===== config.mk =====
export PLATFORM = sky130hd
export DESIGN_NAME = gyro_uart_framer_flat
export DESIGN_NICKNAME = d
export VERILOG_FILES = /design/src/rtl/gyro_uart_framer_pkg.sv /design/src/rtl/gyro_uart_framer_if.sv /design/src/rtl/gyro_uart_framer_hex_nibble_ascii.sv /design/src/rtl/gyro_uart_framer.sv /design/src/flat_wrapper.sv
export SDC_FILE = /design/constraint.sdc
export NUM_CORES = 1
export LEC_CHECK = 0
export CAP_MARGIN = 0
export CORE_AREA = 4 4 97 99
export CTS_CLUSTER_DIAMETER = 40
export DETAILED_ROUTE_END_ITERATION = 8
export DIE_AREA = 0 0 101 103
export PLACE_DENSITY_LB_ADDON = 0.25
export SLEW_MARGIN = 30
export SYNTH_ARGS = -nofsm -noshare
export SYNTH_HDL_FRONTEND = slang
export SYNTH_SLANG_ARGS = --single-unit

===== constraint.sdc =====
create_clock -name GCLK -period 3.55 [get_ports GCLK]
set_input_delay 0.71 -clock GCLK [delete_from_list [all_inputs] [get_ports GCLK]]
set_output_delay 0.71 -clock GCLK [all_outputs]
set_load 0.02 [all_outputs]

===== src/rtl/gyro_uart_framer_pkg.sv =====
// Shared types and constants for the gyro telemetry UART framer.
// Build option: GYRO_UART_FRAMER_CSUM_EN appends '*' plus a two-digit XOR checksum.
package gyro_uart_pkg;

  localparam int unsigned BYTE_W          = 8;
  localparam int unsigned SAMPLE_W        = 16;
  localparam int unsigned FRAME_LEN_PLAIN = 25;
  localparam int unsigned FRAME_LEN_CSUM  = 28;
`ifdef GYRO_UART_FRAMER_CSUM_EN
  localparam int unsigned FRAME_LEN       = FRAME_LEN_CSUM;
`else
  localparam int unsigned FRAME_LEN       = FRAME_LEN_PLAIN;
`endif
  localparam int unsigned IDX_W           = $clog2(FRAME_LEN_CSUM);
  localparam int unsigned GAP_W           = 4;
  // Index of the last T hex digit; checksum covers bytes 0..this.
  localparam int unsigned LAST_DIGIT_IDX  = 22;

  localparam logic [BYTE_W-1:0] ASCII_X    = 8'h58;
  localparam logic [BYTE_W-1:0] ASCII_Y    = 8'h59;
  localparam logic [BYTE_W-1:0] ASCII_Z    = 8'h5A;
  localparam logic [BYTE_W-1:0] ASCII_T    = 8'h54;
  localparam logic [BYTE_W-1:0] ASCII_CR   = 8'h0D;
  localparam logic [BYTE_W-1:0] ASCII_LF   = 8'h0A;
  localparam logic [BYTE_W-1:0] ASCII_STAR = 8'h2A;

  typedef enum logic [1:0] {
    ST_IDLE = 2'd0,
    ST_LOAD = 2'd1,
    ST_GAP  = 2'd2
  } state_e;

  typedef struct packed {
    logic [SAMPLE_W-1:0] x;
    logic [SAMPLE_W-1:0] y;
    logic [SAMPLE_W-1:0] z;
    logic [SAMPLE_W-1:0] t;
  } gyro_sample_t;

endpackage


===== src/rtl/gyro_uart_framer_if.sv =====
// Byte handshake between the framer and UART_TX.
interface gyro_uart_framer_if;
  import gyro_uart_pkg::*;

  logic [BYTE_W-1:0] tx_data;
  logic              tx_load;
  logic              tx_ready;

  modport master (output tx_data, output tx_load, input tx_ready);
  modport slave  (input tx_data, input tx_load, output tx_ready);
endinterface


===== src/rtl/gyro_uart_framer_hex_nibble_ascii.sv =====
// Converts a 4-bit value to its uppercase ASCII hex digit.
module hex_nibble_ascii
  import gyro_uart_pkg::*;
(
  input  logic [3:0]        nibble_i,
  output logic [BYTE_W-1:0] ascii_o
);

  // '0'-'9' start at 8'h30, 'A'-'F' at 8'h41 (8'h37 + 10).
  always_comb begin
    if (nibble_i < 4'd10) ascii_o = BYTE_W'(nibble_i) + 8'h30;
    else                  ascii_o = BYTE_W'(nibble_i) + 8'h37;
  end

endmodule


===== src/rtl/gyro_uart_framer.sv =====
// Gyro telemetry framer: snapshots x/y/z/t on start and streams one ASCII hex
// line into UART_TX over its load/ready handshake.
// Build option: GYRO_UART_FRAMER_CSUM_EN adds "*HH" checksum before CR LF.
module gyro_uart_framer
  import gyro_uart_pkg::*;
#(
  parameter logic [7:0]  SEP        = 8'h2C,
  parameter int unsigned GAP_CYCLES = 1
) (
  input  logic                GCLK,
  input  logic                RST,
  input  logic                start,
  input  logic [SAMPLE_W-1:0] x_in,
  input  logic [SAMPLE_W-1:0] y_in,
  input  logic [SAMPLE_W-1:0] z_in,
  input  logic [SAMPLE_W-1:0] t_in,
  gyro_uart_framer_if.master  tx,
  output logic                busy,
  output logic                frame_done,
  output logic [7:0]          drop_cnt
);

  state_e             state_q, state_d;
  logic [IDX_W-1:0]   idx_q, idx_d;
  logic [GAP_W-1:0]   gap_q, gap_d;
  gyro_sample_t       hold_q, hold_d;
  logic [BYTE_W-1:0]  tx_data_q, tx_data_d;
  logic               tx_load_q, tx_load_d;
  logic               busy_q, busy_d;
  logic               done_q, done_d;
  logic [7:0]         drop_q, drop_d;
  logic [3:0]         nib_c;
  logic [BYTE_W-1:0]  nib_ascii_c;
  logic [BYTE_W-1:0]  sel_c;
`ifdef GYRO_UART_FRAMER_CSUM_EN
  logic [BYTE_W-1:0]  csum_q, csum_d;
  logic [3:0]         csum_nib_c;
  logic [BYTE_W-1:0]  csum_ascii_c;
`endif

  hex_nibble_ascii u_hex_data (.nibble_i(nib_c), .ascii_o(nib_ascii_c));

`ifdef GYRO_UART_FRAMER_CSUM_EN
  // High checksum digit goes out first, at the byte right after '*'.
  assign csum_nib_c = (idx_q == IDX_W'(LAST_DIGIT_IDX + 2)) ? csum_q[7:4] : csum_q[3:0];

  hex_nibble_ascii u_hex_csum (.nibble_i(csum_nib_c), .ascii_o(csum_ascii_c));
`endif

  // Pick the sample nibble addressed by the byte index, MSB nibble first.
  always_comb begin
    nib_c = 4'h0;
    case (idx_q)
      5'd1:  nib_c = hold_q.x[15:12];
      5'd2:  nib_c = hold_q.x[11:8];
      5'd3:  nib_c = hold_q.x[7:4];
      5'd4:  nib_c = hold_q.x[3:0];
      5'd7:  nib_c = hold_q.y[15:12];
      5'd8:  nib_c = hold_q.y[11:8];
      5'd9:  nib_c = hold_q.y[7:4];
      5'd10: nib_c = hold_q.y[3:0];
      5'd13: nib_c = hold_q.z[15:12];
      5'd14: nib_c = hold_q.z[11:8];
      5'd15: nib_c = hold_q.z[7:4];
      5'd16: nib_c = hold_q.z[3:0];
      5'd19: nib_c = hold_q.t[15:12];
      5'd20: nib_c = hold_q.t[11:8];
      5'd21: nib_c = hold_q.t[7:4];
      5'd22: nib_c = hold_q.t[3:0];
      default: nib_c = 4'h0;
    endcase
  end

  // Byte mux: tags, separators and line end override the hex digit.
  always_comb begin
    sel_c = nib_ascii_c;
    case (idx_q)
      5'd0:                 sel_c = ASCII_X;
      5'd6:                 sel_c = ASCII_Y;
      5'd12:                sel_c = ASCII_Z;
      5'd18:                sel_c = ASCII_T;
      5'd5, 5'd11, 5'd17:   sel_c = SEP;
`ifdef GYRO_UART_FRAMER_CSUM_EN
      5'd23:                sel_c = ASCII_STAR;
      5'd24, 5'd25:         sel_c = csum_ascii_c;
      5'd26:                sel_c = ASCII_CR;
      5'd27:                sel_c = ASCII_LF;
      5'd28, 5'd29, 5'd30, 5'd31: sel_c = 8'h00;
`else
      5'd23:                sel_c = ASCII_CR;
      5'd24:                sel_c = ASCII_LF;
      5'd25, 5'd26, 5'd27, 5'd28, 5'd29, 5'd30, 5'd31: sel_c = 8'h00;
`endif
      default:              sel_c = nib_ascii_c;
    endcase
  end

  // Next-state and registered-output logic for the frame sequencer.
  always_comb begin
    state_d   = state_q;
    idx_d     = idx_q;
    gap_d     = gap_q;
    hold_d    = hold_q;
    tx_data_d = tx_data_q;
    tx_load_d = tx_load_q;
    done_d    = 1'b0;
    drop_d    = drop_q;
`ifdef GYRO_UART_FRAMER_CSUM_EN
    csum_d    = csum_q;
`endif
    case (state_q)
      ST_IDLE: begin
        if (start) begin
          hold_d.x  = x_in;
          hold_d.y  = y_in;
          hold_d.z  = z_in;
          hold_d.t  = t_in;
          idx_d     = '0;
          tx_data_d = ASCII_X;
          tx_load_d = 1'b1;
          state_d   = ST_LOAD;
`ifdef GYRO_UART_FRAMER_CSUM_EN
          csum_d    = '0;
`endif
        end
      end
      ST_LOAD: begin
        if (tx.tx_ready) begin
          tx_load_d = 1'b0;
`ifdef GYRO_UART_FRAMER_CSUM_EN
          if (idx_q <= IDX_W'(LAST_DIGIT_IDX)) csum_d = csum_q ^ tx_data_q;
`endif
          if (idx_q == IDX_W'(FRAME_LEN - 1)) begin
            done_d  = 1'b1;
            state_d = ST_IDLE;
          end else begin
            idx_d   = idx_q + IDX_W'(1);
            gap_d   = GAP_W'(GAP_CYCLES - 1);
            state_d = ST_GAP;
          end
        end
      end
      ST_GAP: begin
        if (gap_q == '0) begin
          tx_data_d = sel_c;
          tx_load_d = 1'b1;
          state_d   = ST_LOAD;
        end else begin
          gap_d = gap_q - GAP_W'(1);
        end
      end
      default: state_d = ST_IDLE;
    endcase
    // A start that arrives mid-frame is dropped and counted.
    if (start && (state_q != ST_IDLE) && (drop_q != 8'hFF)) drop_d = drop_q + 8'd1;
    busy_d = (state_d != ST_IDLE);
  end

  // State and output registers with synchronous reset.
  always_ff @(posedge GCLK) begin
    if (RST) begin
      state_q   <= ST_IDLE;
      idx_q     <= '0;
      gap_q     <= '0;
      hold_q    <= '0;
      tx_data_q <= '0;
      tx_load_q <= 1'b0;
      busy_q    <= 1'b0;
      done_q    <= 1'b0;
      drop_q    <= '0;
`ifdef GYRO_UART_FRAMER_CSUM_EN
      csum_q    <= '0;
`endif
    end else begin
      state_q   <= state_d;
      idx_q     <= idx_d;
      gap_q     <= gap_d;
      hold_q    <= hold_d;
      tx_data_q <= tx_data_d;
      tx_load_q <= tx_load_d;
      busy_q    <= busy_d;
      done_q    <= done_d;
      drop_q    <= drop_d;
`ifdef GYRO_UART_FRAMER_CSUM_EN
      csum_q    <= csum_d;
`endif
    end
  end

  assign tx.tx_data = tx_data_q;
  assign tx.tx_load = tx_load_q;
  assign busy       = busy_q;
  assign frame_done = done_q;
  assign drop_cnt   = drop_q;

endmodule


===== src/flat_wrapper.sv =====
// flat-port wrapper written by rule: the top's interface ports become plain ports
module gyro_uart_framer_flat import gyro_uart_pkg::*;
#(
  parameter logic [7:0]  SEP        = 8'h2C,
  parameter int unsigned GAP_CYCLES = 1
)
  (GCLK, RST, start, x_in, y_in, z_in, t_in, busy, frame_done, drop_cnt, tx_tx_data, tx_tx_load, tx_tx_ready);
  gyro_uart_framer_if tx_i ();
  input  logic GCLK;
  input  logic RST;
  input  logic start;
  input  logic [SAMPLE_W-1:0] x_in;
  input  logic [SAMPLE_W-1:0] y_in;
  input  logic [SAMPLE_W-1:0] z_in;
  input  logic [SAMPLE_W-1:0] t_in;
  output logic busy;
  output logic frame_done;
  output logic [7:0] drop_cnt;
  output wire logic [$bits(tx_i.tx_data)-1:0] tx_tx_data;
  output wire logic [$bits(tx_i.tx_load)-1:0] tx_tx_load;
  input wire logic [$bits(tx_i.tx_ready)-1:0] tx_tx_ready;
  assign tx_tx_data = tx_i.tx_data;
  assign tx_tx_load = tx_i.tx_load;
  assign tx_i.tx_ready = tx_tx_ready;
  gyro_uart_framer #(.SEP(SEP), .GAP_CYCLES(GAP_CYCLES)) u_core (.GCLK(GCLK), .RST(RST), .start(start), .x_in(x_in), .y_in(y_in), .z_in(z_in), .t_in(t_in), .tx(tx_i), .busy(busy), .frame_done(frame_done), .drop_cnt(drop_cnt));
endmodule

==> impl_metrics.ini <==
[global_route]
use_met1_pct = 30.14
antenna_found_initial = 0
grt_use_met2_pct = 39.54
overflow = 0
grtUsageMet3_pct = 4.127
grt_util_all_layers_pct = 23.36
grt.busiest_layer = met2
grt_pass1_vias = 4112
grt_first_pass_wirelength_mm = 19.39
grt_max_degree = 53

[critical_path]
worstReg2RegStart = u_core.idx_q[3]$_SDFFE_PP0P_
crit_top_cell = a211oi_1
crit_fanout = 30
critical_path.startpoint = u_core.idx_q[3]$_SDFFE_PP0P_
reg2reg_slack_ns = 0.52
r2r_cells = 6
critical_path.cell_chain = inv_1 -> a211oi_1 -> a211oi_1 -> or4_1 -> or4b_1 -> a211oi_2
cp_slowest_stage_delay_ns = 0.94
r2r-end = u_core.tx.tx_data[3]$_SDFFE_PP0P_
cp.arrival_ns = 3.31
critical_path_class = flip-flop to flip-flop
endpoint_kind = flip-flop
crit_path_end = u_core.tx.tx_data[3]$_SDFFE_PP0P_
required_ns = 3.83
critPathSlowestCell = dfxtp_1
critPathLaunchType = flip-flop

[synthesis]
synth_edf_count = 0
syn_inst = 566
synth.cells.most_frequent = nand2_1 (156), dfxtp_1 (93), a21oi_1 (84), clkbuf_1 (29), nor2_1 (28)
synth.top_cell.area_share_pct = 42.39
synth-seq-cells = 93
synth_ff_type = dfxtp_1
synth-compound-area-share_pct = 20.17
synth_area_per_cell_sq_um = 7.759
synth-xor-area-share_pct = 1.994
netlist_area_sq_um = 4392
synthAdderAreaFrac_pct = 2.849
synth.most_common_cell = nand2_1
synthMuxAreaShare_pct = 2.593
synth_top_family_by_area = simple AND/OR/NAND/NOR gates
yosysWarnings = 0
yosys.area_share.simple_pct = 25.01
yosysSeqAreaShare_pct = 42.39
synth_area_leader_cell = dfxtp_1
synthDistinctLibCells = 58
syn_nets = 644
synth.area.top_cells = dfxtp_1 (42%), nand2_1 (13%), a21oi_1 (9.6%)
async_reset_ff_share_pct = 0

[final_layout]
area_delta_synth_final_pct = 25.16
drive_gt1_share_pct = 5.678
fin_util_pct = 64.28
fillCellCount = 785
regArea_sq_um = 1862
diodes = 0
stdcell_area_sq_um = 5497
fin_nets = 707
multi_input_area_sq_um = 2318
fin_cells = 742

[pwr]
power.leakage_nw = 2.012
power-per-cell-area_nw_per_um2 = 401.6
ir_worst_vdd_uv = 280.5

[place]
dp.cells = 726
io_buffers = 85
dpl_cell_area_sq_um = 5276
hpwl_mm = 8.746
place.gp.congestion = 1.025

[floorplanning]
die_w_um = 101
dieArea_sq_um = 10400
die_height_um = 103
start_util_pct = 51.36
rows = 34
fp.coreArea_sq_um = 8551
num_io_pins = 87

[sta]
fin_crit_ns = 3.031
post-route-period-util_pct = 85.37
hold_viol = 0
clock.fmax_mhz = 330.0
slew_violations = 0
maxSlewHeadroom_pct = 37.39
fin_tns_setup_ns = 0
hold_ws_ns = 0.4594
setup_violations = 0
worstMarginPinSlew_ns = 0.9379
skew_ns = 0.01170
rsz0062_at_grt = false

[cts]
cts_root_buf = clkbuf_8
ctsResizeCount = 0
cts_buffer_depth = 2
post_cts.repair.setup_buffers = 0
insertion_delay_ns = 0.36
htree_num_levels = 3
cts_sinks = 93
hold_buffers = 0
clkTransAtPathRegs_ns = 0.09
cts_made_buffers = 9
cts_tree = built

[drt]
drt_pass1_iterations = 5
via_per_inst = 5.625
drtIter0Drc = 287
drtAntennaViolNets = 0
drc_errors = 0
wl_mm = 11.86
vias = 4174
routedWlPerCell_um = 15.98

[run]
max_cap_viol_count = 0

[min_path]
hold_class = flip-flop to flip-flop

[outcome]
status = completed
sequential cells by signal (all words and copies together) (netlist names):
register / count
u_core.state_q: 2
u_core.idx_q: 5
u_core.hold_q: 64
u_core.tx.tx_load: 1
u_core.gap_q: 4
u_core.frame_done: 1
u_core.tx.tx_data: 7
u_core.drop_cnt: 8
u_core.busy: 1
kinds of logic (layout without fill, tap and decap cells):
group                      count (synthesis)  after routing
other                                      1              1
buffers and inverters                     50            118
DFF                                       93             93
adders and majority gates                 10             10
xor gates and xnor gates                  10             10
AOI/OAI and AO/OA                        144            144
and+or+nand+nor                          248            248
muxes                                     10             10
final cells by class:
cell class / instances / area share [%]
Clock buffer: 12 / 3.005
Clock inverter: 4 / 1.002
Inverter: 10 / 0.6829
Multi-Input combinational cell: 423 / 42.18
Sequential cell: 93 / 33.87
Tap cell: 108 / 2.458
Timing Repair Buffer: 92 / 16.80
through the flow:
stage,worst slack (ns),power (mW)
3_5_place_dp,0.5857,1.480
4_1_cts,0.5620,2.223
5_1_grt,0.2312,2.302
2_1_floorplan,0.7809,1.328
6_report,0.5195,2.207
3_3_place_gp,0.6431,1.473
critical path: cells and delay by family (launching register included):
kind            cells  cell delay, ns
simple gates        2            1.15
flops               1            0.94
compound gates      3            0.60
buf+inv             1            0.25
power by group:
group / internal (mW) / switching, mW
Sequential: 1.10 / 0.0402
Clock: 0.386 / 0.367
Combinational: 0.149 / 0.163
Total: 1.64 / 0.570
layer usage:
metal	share of wire [%]	vias up
li1	-	2076
met1	45	1994
met2	48	92
met3	5.2	12
met4	1.7	0
met5	0	-
how the worst min path moves through the flow:
stage                                                end                      startpoint  slack [ns]  depth (start not counted)
after global placement    u_core.hold_q[43]$_SDFFE_PP0P_  u_core.hold_q[43]$_SDFFE_PP0P_        0.44                          2
after detailed placement  u_core.hold_q[54]$_SDFFE_PP0P_  u_core.hold_q[54]$_SDFFE_PP0P_        0.45                          2
after floorplan           u_core.hold_q[59]$_SDFFE_PP0P_  u_core.hold_q[59]$_SDFFE_PP0P_        0.43                          2
final                     u_core.hold_q[33]$_SDFFE_PP0P_  u_core.hold_q[33]$_SDFFE_PP0P_        0.46                          2
after global routing      u_core.hold_q[33]$_SDFFE_PP0P_  u_core.hold_q[33]$_SDFFE_PP0P_        0.48                          2
after CTS                 u_core.hold_q[54]$_SDFFE_PP0P_  u_core.hold_q[54]$_SDFFE_PP0P_        0.46                          2
layout by cell type, fill, tap and decap left out, drive strengths merged, types with 3 or more instances in the layout:
cell type	instances
inv	10
nor2b	9
mux2	5
mux2i	5
or3	4
a2111oi	3
a221oi	3
o211ai	5
a211oi	5
o21ai	7
a32oi	4
nand4	6
a22o	3
nand3	9
a22oi	8
nand2b	4
xnor2	4
ha	10
a21oi	84
nor2	28
xor2	6
clkdlybuf4s50	84
nor3	10
nand2	156
dfxtp	93
nor3b	4
buf	8
a31oi	6
clkbuf	12
and3	5
o22ai	4
Note: power is estimated with default switching activity, not from simulation.
